==> src/rtl/video_timing_pkg.sv <==
// Shared types and helpers for the raster timing generator: offset width,
// a sync-window pair and the clamp used to keep trimmed sync edges inside a line/frame.
package video_timing_pkg;

   localparam int OFF_W     = 4;   // width of the signed sync trims
   localparam int CNT_MAX_W = 16;  // widest axis counter the window type can hold

   typedef logic [CNT_MAX_W-1:0] cnt_t;

   // Effective sync window of one axis: active for start <= count < stop.
   typedef struct packed {
      cnt_t start;
      cnt_t stop;
   } sync_window_t;

   // Clamp a signed edge position into [0, total].
   function automatic cnt_t clamp_count(input int sum, input int total);
      if (sum < 0)
         return '0;
      if (sum > total)
         return cnt_t'(total);
      return cnt_t'(sum);
   endfunction

endpackage

==> src/rtl/video_timing_if.sv <==
// Timing bundle between the generator (master) and the video output/scaler path (slave).
interface video_timing_if #(
   parameter int HW = 9,
   parameter int VW = 9
) ();
   import video_timing_pkg::*;

   logic                    clk_pix;
   logic signed [OFF_W-1:0] hs_offset;
   logic signed [OFF_W-1:0] vs_offset;
   logic [HW-1:0]           hc;
   logic [VW-1:0]           vc;
   logic                    hsync;
   logic                    vsync;
   logic                    hbl;
   logic                    vbl;
   logic                    de;
   logic                    line_start;
   logic                    frame_start;
   logic                    field;

   modport master (
      input  clk_pix, hs_offset, vs_offset,
      output hc, vc, hsync, vsync, hbl, vbl, de, line_start, frame_start, field
   );

   modport slave (
      output clk_pix, hs_offset, vs_offset,
      input  hc, vc, hsync, vsync, hbl, vbl, de, line_start, frame_start, field
   );
endinterface

==> src/rtl/video_timing_axis.sv <==
// One raster axis: trimmed and clamped sync window, registered sync and blank.
// Works on the count the axis is about to present, so outputs line up with it.
module video_timing_axis
   import video_timing_pkg::*;
#(
   parameter int W        = 9,
   parameter int TOTAL    = 383,
   parameter int BL_START = 256,
   parameter int BL_END   = 383,   // BL_END == TOTAL: blanking runs to the axis end
   parameter int S_START  = 300,
   parameter int S_END    = 332,
   parameter bit POL      = 1'b1
) (
   input  logic                    clk,
   input  logic                    reset,
   input  logic                    en,
   input  logic [W-1:0]            cnt_next,
   input  logic signed [OFF_W-1:0] offset,
   input  logic                    before_edge,  // other axis is still left of the sync edge position
   input  logic                    force_blank,
   output logic                    blank_next,
   output logic                    blank,
   output logic                    sync
);

   logic signed [W:0] off_ext;
   logic signed [W:0] start_sum;
   logic signed [W:0] end_sum;
   sync_window_t      win;
   cnt_t              cnt;
   logic              sync_next;

   // Window arithmetic in W+1 signed bits, then clamp and compare against the next count.
   // NOTE: every always_comb output is assigned on all paths, so no latch can be inferred.
   always_comb begin
      off_ext   = $signed({{(W + 1 - OFF_W){offset[OFF_W-1]}}, offset});
      start_sum = $signed({1'b0, W'(S_START)}) + off_ext;
      end_sum   = $signed({1'b0, W'(S_END)}) + off_ext;
      win.start = clamp_count(int'(start_sum), TOTAL);
      win.stop  = clamp_count(int'(end_sum), TOTAL);
      cnt       = cnt_t'(cnt_next);
      // Edges sit at the start of the edge line unless before_edge moves them mid-line.
      sync_next = ((cnt > win.start) || (cnt == win.start && !before_edge)) &&
                  ((cnt < win.stop)  || (cnt == win.stop  &&  before_edge));
      blank_next = force_blank ||
                   ((cnt >= cnt_t'(BL_START)) && ((cnt < cnt_t'(BL_END)) || (BL_END == TOTAL)));
   end

   // Register sync and blank on pixel enables; reset forces sync inactive at once.
   // NOTE: sequential state uses non-blocking assignments so every flop samples pre-edge values.
   always_ff @(posedge clk or posedge reset) begin
      if (reset) begin
         sync  <= ~POL;
         blank <= 1'b0;
      end else if (en) begin
         sync  <= sync_next ? POL : ~POL;
         blank <= blank_next;
      end
   end

endmodule

==> src/rtl/video_timing_gen.sv <==
// Parametrised raster timing generator: counters, blanking, trimmed sync,
// display enable and line/frame strobes, advancing only on clk_pix cycles.
// Sync trims are latched at the frame wrap and take effect from pixel 0 of line 0.
// Optional interlace support is built when VIDEO_TIMING_INTERLACE_EN is defined.
module video_timing_gen
   import video_timing_pkg::*;
#(
   parameter int HW        = 9,
   parameter int VW        = 9,
   parameter int HTOTAL    = 383,
   parameter int HBL_START = 256,
   parameter int HS_START  = 300,
   parameter int HS_END    = 332,
   parameter int VTOTAL    = 263,
   parameter int VBL_START = 223,
   parameter int VBL_END   = 263,
   parameter int VS_START  = 235,
   parameter int VS_END    = 243,
   parameter bit HS_POL    = 1'b1,
   parameter bit VS_POL    = 1'b1
) (
   input logic            clk,
   input logic            reset,
   video_timing_if.master vt
);

   localparam logic [HW-1:0] H_LAST = HW'(HTOTAL);
   localparam logic [VW-1:0] V_LAST = VW'(VTOTAL);
`ifdef VIDEO_TIMING_INTERLACE_EN
   localparam logic [HW-1:0] H_HALF  = HW'((HTOTAL + 1) / 2);
   localparam logic [VW-1:0] V_EXTRA = VW'(VTOTAL + 1);
`endif

   logic                    running;     // low until the first enable after reset
   logic signed [OFF_W-1:0] hs_off_q;
   logic signed [OFF_W-1:0] vs_off_q;
   logic signed [OFF_W-1:0] hs_off_eff;
   logic signed [OFF_W-1:0] vs_off_eff;
   logic                    h_wrap;
   logic                    last_line;
   logic                    frame_wrap;
   logic [HW-1:0]           hc_next;
   logic [VW-1:0]           vc_next;
   logic                    field_next;
   logic                    before_edge;
   logic                    extra_line;
   logic                    hbl_next;
   logic                    vbl_next;

   // Next raster position, field and the trims that apply to it.
   always_comb begin
      h_wrap = (vt.hc == H_LAST);
`ifdef VIDEO_TIMING_INTERLACE_EN
      last_line = vt.field ? (vt.vc == V_EXTRA) : (vt.vc == V_LAST);
`else
      last_line = (vt.vc == V_LAST);
`endif
      frame_wrap = running && h_wrap && last_line;

      // The first enable after reset restarts at the origin so both strobes mark it.
      if (!running) begin
         hc_next = '0;
         vc_next = '0;
      end else if (h_wrap) begin
         hc_next = '0;
         vc_next = last_line ? '0 : vt.vc + 1'b1;
      end else begin
         hc_next = vt.hc + 1'b1;
         vc_next = vt.vc;
      end

`ifdef VIDEO_TIMING_INTERLACE_EN
      field_next  = frame_wrap ? ~vt.field : vt.field;
      before_edge = field_next && (hc_next < H_HALF);
      extra_line  = (vc_next == V_EXTRA);
`else
      field_next  = 1'b0;
      before_edge = 1'b0;
      extra_line  = 1'b0;
`endif

      // A wrap on the latch cycle already uses the incoming trims for pixel 0 of line 0.
      hs_off_eff = frame_wrap ? vt.hs_offset : hs_off_q;
      vs_off_eff = frame_wrap ? vt.vs_offset : vs_off_q;
   end

   video_timing_axis #(
      .W(HW), .TOTAL(HTOTAL), .BL_START(HBL_START), .BL_END(HTOTAL),
      .S_START(HS_START), .S_END(HS_END), .POL(HS_POL)
   ) u_h_axis (
      .clk(clk), .reset(reset), .en(vt.clk_pix), .cnt_next(hc_next),
      .offset(hs_off_eff), .before_edge(1'b0), .force_blank(1'b0),
      .blank_next(hbl_next), .blank(vt.hbl), .sync(vt.hsync)
   );

   video_timing_axis #(
      .W(VW), .TOTAL(VTOTAL), .BL_START(VBL_START), .BL_END(VBL_END),
      .S_START(VS_START), .S_END(VS_END), .POL(VS_POL)
   ) u_v_axis (
      .clk(clk), .reset(reset), .en(vt.clk_pix), .cnt_next(vc_next),
      .offset(vs_off_eff), .before_edge(before_edge), .force_blank(extra_line),
      .blank_next(vbl_next), .blank(vt.vbl), .sync(vt.vsync)
   );

   // Counters, trim latch, field, display enable and one-clk strobes.
   always_ff @(posedge clk or posedge reset) begin
      if (reset) begin
         running        <= 1'b0;
         vt.hc          <= '0;
         vt.vc          <= '0;
         hs_off_q       <= '0;
         vs_off_q       <= '0;
         vt.de          <= 1'b0;
         vt.line_start  <= 1'b0;
         vt.frame_start <= 1'b0;
         vt.field       <= 1'b0;
      end else begin
         vt.line_start  <= 1'b0;
         vt.frame_start <= 1'b0;
         if (vt.clk_pix) begin
            running        <= 1'b1;
            vt.hc          <= hc_next;
            vt.vc          <= vc_next;
            vt.de          <= ~hbl_next & ~vbl_next;
            vt.line_start  <= !running || h_wrap;
            vt.frame_start <= !running || frame_wrap;
            vt.field       <= field_next;
            if (frame_wrap) begin
               hs_off_q <= vt.hs_offset;
               vs_off_q <= vt.vs_offset;
            end
         end
      end
   end

endmodule

==> src/flat_wrapper.sv <==
// flat-port wrapper written by rule: the top's interface ports become plain ports
module video_timing_gen_flat import video_timing_pkg::*;
#(
   parameter int HW        = 9,
   parameter int VW        = 9,
   parameter int HTOTAL    = 383,
   parameter int HBL_START = 256,
   parameter int HS_START  = 300,
   parameter int HS_END    = 332,
   parameter int VTOTAL    = 263,
   parameter int VBL_START = 223,
   parameter int VBL_END   = 263,
   parameter int VS_START  = 235,
   parameter int VS_END    = 243,
   parameter bit HS_POL    = 1'b1,
   parameter bit VS_POL    = 1'b1
)
  (clk, reset, vt_clk_pix, vt_hs_offset, vt_vs_offset, vt_hc, vt_vc, vt_hsync, vt_vsync, vt_hbl, vt_vbl, vt_de, vt_line_start, vt_frame_start, vt_field);
  video_timing_if #(.HW(HW), .VW(VW)) vt_i ();
  input logic clk;
  input logic reset;
  input wire logic [$bits(vt_i.clk_pix)-1:0] vt_clk_pix;
  input wire logic [$bits(vt_i.hs_offset)-1:0] vt_hs_offset;
  input wire logic [$bits(vt_i.vs_offset)-1:0] vt_vs_offset;
  output wire logic [$bits(vt_i.hc)-1:0] vt_hc;
  output wire logic [$bits(vt_i.vc)-1:0] vt_vc;
  output wire logic [$bits(vt_i.hsync)-1:0] vt_hsync;
  output wire logic [$bits(vt_i.vsync)-1:0] vt_vsync;
  output wire logic [$bits(vt_i.hbl)-1:0] vt_hbl;
  output wire logic [$bits(vt_i.vbl)-1:0] vt_vbl;
  output wire logic [$bits(vt_i.de)-1:0] vt_de;
  output wire logic [$bits(vt_i.line_start)-1:0] vt_line_start;
  output wire logic [$bits(vt_i.frame_start)-1:0] vt_frame_start;
  output wire logic [$bits(vt_i.field)-1:0] vt_field;
  assign vt_i.clk_pix = vt_clk_pix;
  assign vt_i.hs_offset = vt_hs_offset;
  assign vt_i.vs_offset = vt_vs_offset;
  assign vt_hc = vt_i.hc;
  assign vt_vc = vt_i.vc;
  assign vt_hsync = vt_i.hsync;
  assign vt_vsync = vt_i.vsync;
  assign vt_hbl = vt_i.hbl;
  assign vt_vbl = vt_i.vbl;
  assign vt_de = vt_i.de;
  assign vt_line_start = vt_i.line_start;
  assign vt_frame_start = vt_i.frame_start;
  assign vt_field = vt_i.field;
  video_timing_gen #(.HW(HW), .VW(VW), .HTOTAL(HTOTAL), .HBL_START(HBL_START), .HS_START(HS_START), .HS_END(HS_END), .VTOTAL(VTOTAL), .VBL_START(VBL_START), .VBL_END(VBL_END), .VS_START(VS_START), .VS_END(VS_END), .HS_POL(HS_POL), .VS_POL(VS_POL)) u_core (.clk(clk), .reset(reset), .vt(vt_i));
endmodule
==> config.mk <==
export PLATFORM = sky130hd
export DESIGN_NAME = video_timing_gen_flat
export DESIGN_NICKNAME = d
export VERILOG_FILES = /design/src/rtl/video_timing_pkg.sv /design/src/rtl/video_timing_if.sv /design/src/rtl/video_timing_axis.sv /design/src/rtl/video_timing_gen.sv /design/src/flat_wrapper.sv
export SDC_FILE = /design/constraint.sdc
export NUM_CORES = 1
export LEC_CHECK = 0
export CELL_PAD_IN_SITES_DETAIL_PLACEMENT = 1
export CELL_PAD_IN_SITES_GLOBAL_PLACEMENT = 2
export CORE_ASPECT_RATIO = 0.5
export CORE_UTILIZATION = 39
export CTS_CLUSTER_DIAMETER = 200
export CTS_CLUSTER_SIZE = 10
export DETAILED_ROUTE_END_ITERATION = 6
export DONT_BUFFER_PORTS = 1
export GPL_ROUTABILITY_DRIVEN = 0
export MAX_ROUTING_LAYER = met4
export PLACE_DENSITY_LB_ADDON = 0.1
export RECOVER_POWER = 25
export SYNTH_ARGS = -nofsm -noshare
export SYNTH_HDL_FRONTEND = slang
export SYNTH_SLANG_ARGS = --single-unit
==> constraint.sdc <==
create_clock -name clk -period 4.6 [get_ports clk]
set_clock_uncertainty 0.05 [all_clocks]
set_input_delay 0.69 -clock clk [delete_from_list [all_inputs] [get_ports clk]]
set_output_delay 0.69 -clock clk [all_outputs]
set_load 0.01 [all_outputs]
==> metrics.txt, run 1 <==
status finished with violations; critical path capture point type flop; CTS Buffer Depth 2; Wirelength per Cell 19.4 microns; HP Class input pin to flop; Worst R2R Setup Slack 0.42 ns; Post-Syn Area 2580 sq um; antenna violations before repair 0; Post-Syn Area per Cell 9.11 sq um; crit-path max FO 8; Clock Tree Root clkbuf_16; hold_buf cts 0; All-Layer GR Usage 24.0%; EDFF count, synth 0; area of the multi-input gates 1600 sq um; # rows 20; area grow syn2layout 10.6%; Area contributors post-synth dfrtp_1, ha_1, mux2_2; Worst-Margin Slew 1.90 ns; core footprint 6230 sq um; area occupied by registers 826 sq um; Max transition margin -26.7%; total CTS buffers 5; Final period util 91.0%; Syn Inst Count 283; violated checks capacitance limit, slew limit; overall power 1270 uW; Most used DFF post-synth dfrtp_1; terminus of the critical flop-to-flop path u_core.u_v_axis.sync$_DFFE_PP0P_; detailed-placement wirelength estimate 5.32 mm; commonest cells after routing, fill and taps aside dfrtp_1, ha_1, nor2_1, a21oi_1, nand2_1; setup bufs post-CTS 0; total number of vias 2183; IO Port Bufs 0; vias in the first global route 2357; Worst path slowest cell nor4_1; Hold Path End u_core.vt.vc[3]$_DFFE_PP0P_; clock sinks 33; startpoint class of the critical path flop; max-slew violation count 34; WP data arrival 4.35 ns; crit path cell chain nor4_1 -> and2_1 -> nand3_1 -> mux2i_1 -> ha_1 -> nor3_1 -> ha_1 -> ha_1 -> a21o_1 -> a211oi_1 -> o211ai_1 -> or4b_1 -> o2bb2ai_1; f_max 239 MHz; flops & latches, synth 33; Antenna diodes 0; Synth top area share 32.0%; Pwr Density 445 nW/um^2; Final Util 45.8%; post-synth top area cell dfrtp_1; Filler cells 726; routed wire length 7.16 mm; max-cap violations 1; Leakage Power 0.00131 uW; slowest cell delay on critical path 0.53 ns; H-tree levels 2; most common cell after layout, fill and taps aside dfrtp_1; WP data required 4.76 ns; Ports 37; worst r2r src u_core.vt.vc[6]$_DFFE_PP0P_; min cycle time layout 4.18 ns; post_cts resized 0; chip height 59.5 microns; Top cell by count, worst path ha_1; Pre-Repair DR Iteration Count 4; Die ar. 6960 sq um; clk_lat worst skew 0.29 ns; WHS Path Cells 1; register area share after synthesis 32.0%; via-per-instance ratio 5.90; RSZ-0062 raised after global routing false; final setup vio count 0; R2R cell count 13; CTS tree done; ANT nets after route 0; maximum VDD drop 0.000219 V; pre-CTS setup slack 0.471 ns; Final TNS setup 0 ns; Setup WS post-layout 0.415 ns; Net Count, Synth 317; Starting DRT DRC Count 59; Worst Min Path Start vt_clk_pix; Starting Density 41.4%; Ys Warns 0; DR DRC count 0; count of cell types in the netlist 56; Final Hold Fails 0; share of cells above drive strength 1 12.4%; # nets final 315; clock-pin slew on the worst setup and hold paths 0.06 ns; first-pass GRT wire length 11.8 mm; total grt overflow 0; Async SR Flop Fraction 100%; largest net degree at the start of global routing 34; die width 117 microns; WS Path Type flop to flop
[critical path, delay by kind of cell, from the launching register on]
| kind | cells | cell delay [ns] |
|---|---|---|
| AOI/OAI and AO/OA | 4 | 0.66 |
| muxes | 1 | 0.27 |
| adders and majority gates | 3 | 0.80 |
| and+or+nand+nor | 5 | 1.87 |
| DFF | 1 | 0.47 |
[metal layers]
| metal | GRT usage [%] | wire [microns] | vias up |
|---|---|---|---|
| met5 | - | 0 | - |
| met2 | 36.8 | 3310 | 42 |
| met3 | 6.85 | 333 | 12 |
| met4 | 7.96 | 105 | 0 |
| li1 | - | - | 1026 |
| met1 | 30.6 | 3410 | 1103 |
[worst max path at each step]
| stage | start | to | slack (ns) | depth (start not counted) |
|---|---|---|---|---|
| 3_5_place_dp | u_core.vt.vc[6]$_DFFE_PP0P_ | u_core.u_v_axis.sync$_DFFE_PP0P_ | 0.47 | 13 |
| 5_1_grt | u_core.vt.vc[1]$_DFFE_PP0P_ | u_core.u_v_axis.sync$_DFFE_PP0P_ | 0.12 | 14 |
| 6_report | u_core.vt.vc[6]$_DFFE_PP0P_ | u_core.u_v_axis.sync$_DFFE_PP0P_ | 0.42 | 13 |
| 2_1_floorplan | u_core.vt.hc[0]$_DFFE_PP0P_ | u_core.u_v_axis.sync$_DFFE_PP0P_ | 0.66 | 17 |
| 4_1_cts | u_core.vt.vc[6]$_DFFE_PP0P_ | u_core.u_v_axis.sync$_DFFE_PP0P_ | 0.44 | 13 |
| 3_3_place_gp | u_core.vt.hc[0]$_DFFE_PP0P_ | u_core.u_v_axis.sync$_DFFE_PP0P_ | 0.59 | 14 |
[stage by stage]
step                      std cells  cell area [sq um]  hold slack (ns)
final                           370               2850            0.443
after global routing            370               2850            0.420
after CTS                       370               2860            0.363
after detailed placement        362               2670            0.443
after global placement          362               2670            0.435
after floorplan                 283               2580            0.425
[logic make-up (layout without fill, tap and decap cells)]
family / Yosys count / count (layout) / share of synthesized area [%]
simple gates: 91 / 91 / 20.9
flops: 33 / 33 / 32.0
buf+inv: 34 / 33 / 5.82
other cells: 1 / 1 / 0.145
mux: 21 / 21 / 8.69
compound gates: 68 / 68 / 17.2
fa+ha+maj: 23 / 23 / 11.2
xor+xnor: 12 / 12 / 4.08
[area by class of cell]
type	instances	area share (%)
clock buffer	5	4.39
clock inverter	3	2.28
inverter	16	2.11
multi-input combinational	216	56.2
sequential	33	28.9
tap	88	3.86
timing repair buffer	9	2.24
[state kept, by name (all words and copies together) (netlist names)]
| signal | count |
|---|---|
| u_core.vt.de | 1 |
| u_core.hs_off_q | 4 |
| u_core.u_v_axis.sync | 1 |
| u_core.running | 1 |
| u_core.vt.frame_start | 1 |
| u_core.vt.vc | 9 |
| u_core.vt.hc | 9 |
| u_core.u_h_axis.sync | 1 |
| u_core.vt.line_start | 1 |
| u_core.vs_off_q | 4 |
| u_core.u_v_axis.blank | 1 |
[report_power, final]
part | internal (uW) | leakage [uW] | total (uW) | switching (uW)
registers | 338 | 0.000385 | 434 | 95.9
logic | 180 | 0.000830 | 390 | 210
clock network | 310 | 0.0000938 | 445 | 136
[Yosys cell counts (3+ instances only)]
master,instances
ha_1,23
xnor2_1,9
a21o_1,10
o21ai_0,16
xor2_1,3
buf_4,3
nand2b_1,4
dfrtp_1,33
o211ai_1,3
nor4_1,5
mux2i_1,10
nand2_1,17
inv_1,16
nor2b_1,4
a21oi_1,18
mux2_2,11
clkbuf_1,10
nand4_1,5
nor3_1,4
nand3_1,10
nor2_1,22
(Power assumes the default switching activity.)
==> run 2: changes to the inputs <==
- clock period: 4.6 -> 4.45 ns (I/O delays scaled with it)
==> metrics.txt, run 2 (same netlist as run 1, synthesis figures left out) <==
critical path capture point type flop; violated checks capacitance limit, slew limit; clock sinks 33; CP Launch Point u_core.vt.hc[0]$_DFFE_PP0P_; All-Layer GR Usage 23.4%; clock-pin slew on the worst setup and hold paths 0.06 ns; Starting Density 41.4%; crit path cell chain ha_1 -> nand4b_4 -> nor2_1 -> nand3_2 -> mux2i_1 -> ha_1 -> nor3_1 -> ha_1 -> ha_1 -> a21o_1 -> a211oi_1 -> o211ai_1 -> or4b_1 -> o2bb2ai_1; P_sw 447 uW; delay-heaviest family, CP simple AND/OR/NAND/NOR gates; R2R cell count 14; Clock Tree Root clkbuf_16; Clk pwr share 33.0%; slowest cell delay on critical path 0.54 ns; chip height 59.5 microns; f_max 244 MHz; Final Util 45.9%; Die ar. 6960 sq um; CP Depth 14; core footprint 6230 sq um; Worst-Margin Slew 1.97 ns; Antenna diodes 0; antenna violations before repair 0; die width 117 microns; Ports 37; HP Class input pin to flop; Pwr Density 441 nW/um^2; IO Port Bufs 0; biggest regs u_core.vt.hc x9, u_core.vt.vc x9; internal power 816 uW; detailed-placement wirelength estimate 5.34 mm; Final period util 92.2%; total CTS buffers 5; share of cells above drive strength 1 13.3%; vias in the first global route 2207; worst r2r src u_core.vt.hc[0]$_DFFE_PP0P_; max-cap violations 1; Max transition margin -31.1%; most common cell after layout, fill and taps aside dfrtp_1; Worst path slowest cell or4b_1; startpoint class of the critical path flop; routed wire length 7.20 mm; WS Path Type flop to flop; total number of vias 2164; H-tree levels 2; Final TNS setup 0 ns; ANT nets after route 0; max-slew violation count 34; end point of the critical path u_core.u_v_axis.sync$_DFFE_PP0P_; hold_buf cts 0; DR DRC count 0; Starting DRT DRC Count 56; Buffers & Inverters on Critical Path 0; CTS Buffer Depth 2; Leakage Power 0.00132 uW; Pre-Repair DR Iteration Count 4; status finished with violations; via-per-instance ratio 5.80; Wirelength per Cell 19.3 microns; final setup vio count 0; Flop pwr share 35.4%; RSZ-0062 raised after global routing false; first-pass GRT wire length 11.6 mm; min cycle time layout 4.10 ns; Filler cells 730; Top cell by count, worst path ha_1; area grow syn2layout 11.0%; clk_lat worst skew 0.28 ns; commonest cells after routing, fill and taps aside dfrtp_1, ha_1, nor2_1, a21oi_1, nand2_1; # rows 20; total grt overflow 0; terminus of the critical flop-to-flop path u_core.u_v_axis.sync$_DFFE_PP0P_; CTS tree done; # nets final 318; Comb power frac 31.6%; WP data required 4.61 ns; Final Hold Fails 0; largest net degree at the start of global routing 34; crit-path max FO 8; WP data arrival 4.26 ns; Sw Ratio 35.4%; maximum VDD drop 0.000225 V; Worst R2R Setup Slack 0.35 ns
## run 2: changes by cell type in the layout (fill, tap and decap cells not counted), sizes merged
cell | previous run | this run
buf | 8 | 11
bufinv | 2 | 1
clkbuf | 6 | 8
clkinv | 1 | 0
## run 2: metrics by stage
step                      setup slack (ns)  cells  total power [uW]  cell area, sq um  hold WS, ns
after global placement               0.464    365               830              2690        0.433
after floorplan                      0.509    283               743              2580        0.425
final                                0.348    373              1260              2860        0.423
after CTS                            0.232    373              1280              2860        0.357
after detailed placement             0.253    365               854              2690        0.441
after global routing                0.0919    373              1360              2860        0.413
## run 2: worst min-delay path by stage
stage | from | cells past startpoint | to | slack, ns
floorplan | u_core.hs_off_q[0]$_DFFE_PP0P_ | 1 | u_core.hs_off_q[0]$_DFFE_PP0P_ | 0.42
global placement | u_core.hs_off_q[0]$_DFFE_PP0P_ | 1 | u_core.hs_off_q[0]$_DFFE_PP0P_ | 0.43
detailed placement | u_core.hs_off_q[0]$_DFFE_PP0P_ | 1 | u_core.hs_off_q[0]$_DFFE_PP0P_ | 0.44
CTS | reset | 2 | u_core.vt.line_start$_DFF_PP0_ | 0.36
global route | vt_clk_pix | 1 | u_core.hs_off_q[2]$_DFFE_PP0P_ | 0.41
finish | vt_clk_pix | 1 | u_core.vs_off_q[1]$_DFFE_PP0P_ | 0.42
## run 2: power by group through the flow
stage	Sequential, uW	Clock (uW)	Combinational [uW]
floorplan	427	0	317
global placement	449	0	381
detailed placement	453	0	401
CTS	448	427	404
global route	457	445	455
finish	447	417	399
## run 2: per-layer routing
layer	routed length [microns]	vias to the layer above	global-route usage, %	part of all wire (%)
met5	0	-	-	0
met2	3300	39	37.7	46
met4	40	0	4.52	0.56
li1	-	1024	-	-
met3	372	4	6.65	5.2
met1	3490	1097	29.5	49
## run 2: timing repair
action	CTS	global route
endpoints found under the setup margin	0	1
gates resized for setup	0	1
setup buffers	0	0
## run 2: final cells by class
type | count | area, sq um | area share, %
Inverter | 16 | 60.1 | 2.10
Sequential cell | 33 | 826 | 28.8
Tap cell | 88 | 110 | 3.85
Multi-Input combinational cell | 216 | 1610 | 56.2
Clock inverter | 1 | 30.0 | 1.05
Clock buffer | 7 | 143 | 4.98
Timing Repair Buffer | 12 | 86.3 | 3.02
## run 2: worst reg2reg max path, cell delays in order (launching register included)
cell	delay, ns
dfrtp_1	0.53
ha_1	0.28
nand4b_4	0.11
nor2_1	0.27
nand3_2	0.28
mux2i_1	0.23
ha_1	0.26
nor3_1	0.29
ha_1	0.26
ha_1	0.27
a21o_1	0.17
a211oi_1	0.24
o211ai_1	0.12
or4b_1	0.54
o2bb2ai_1	0.13
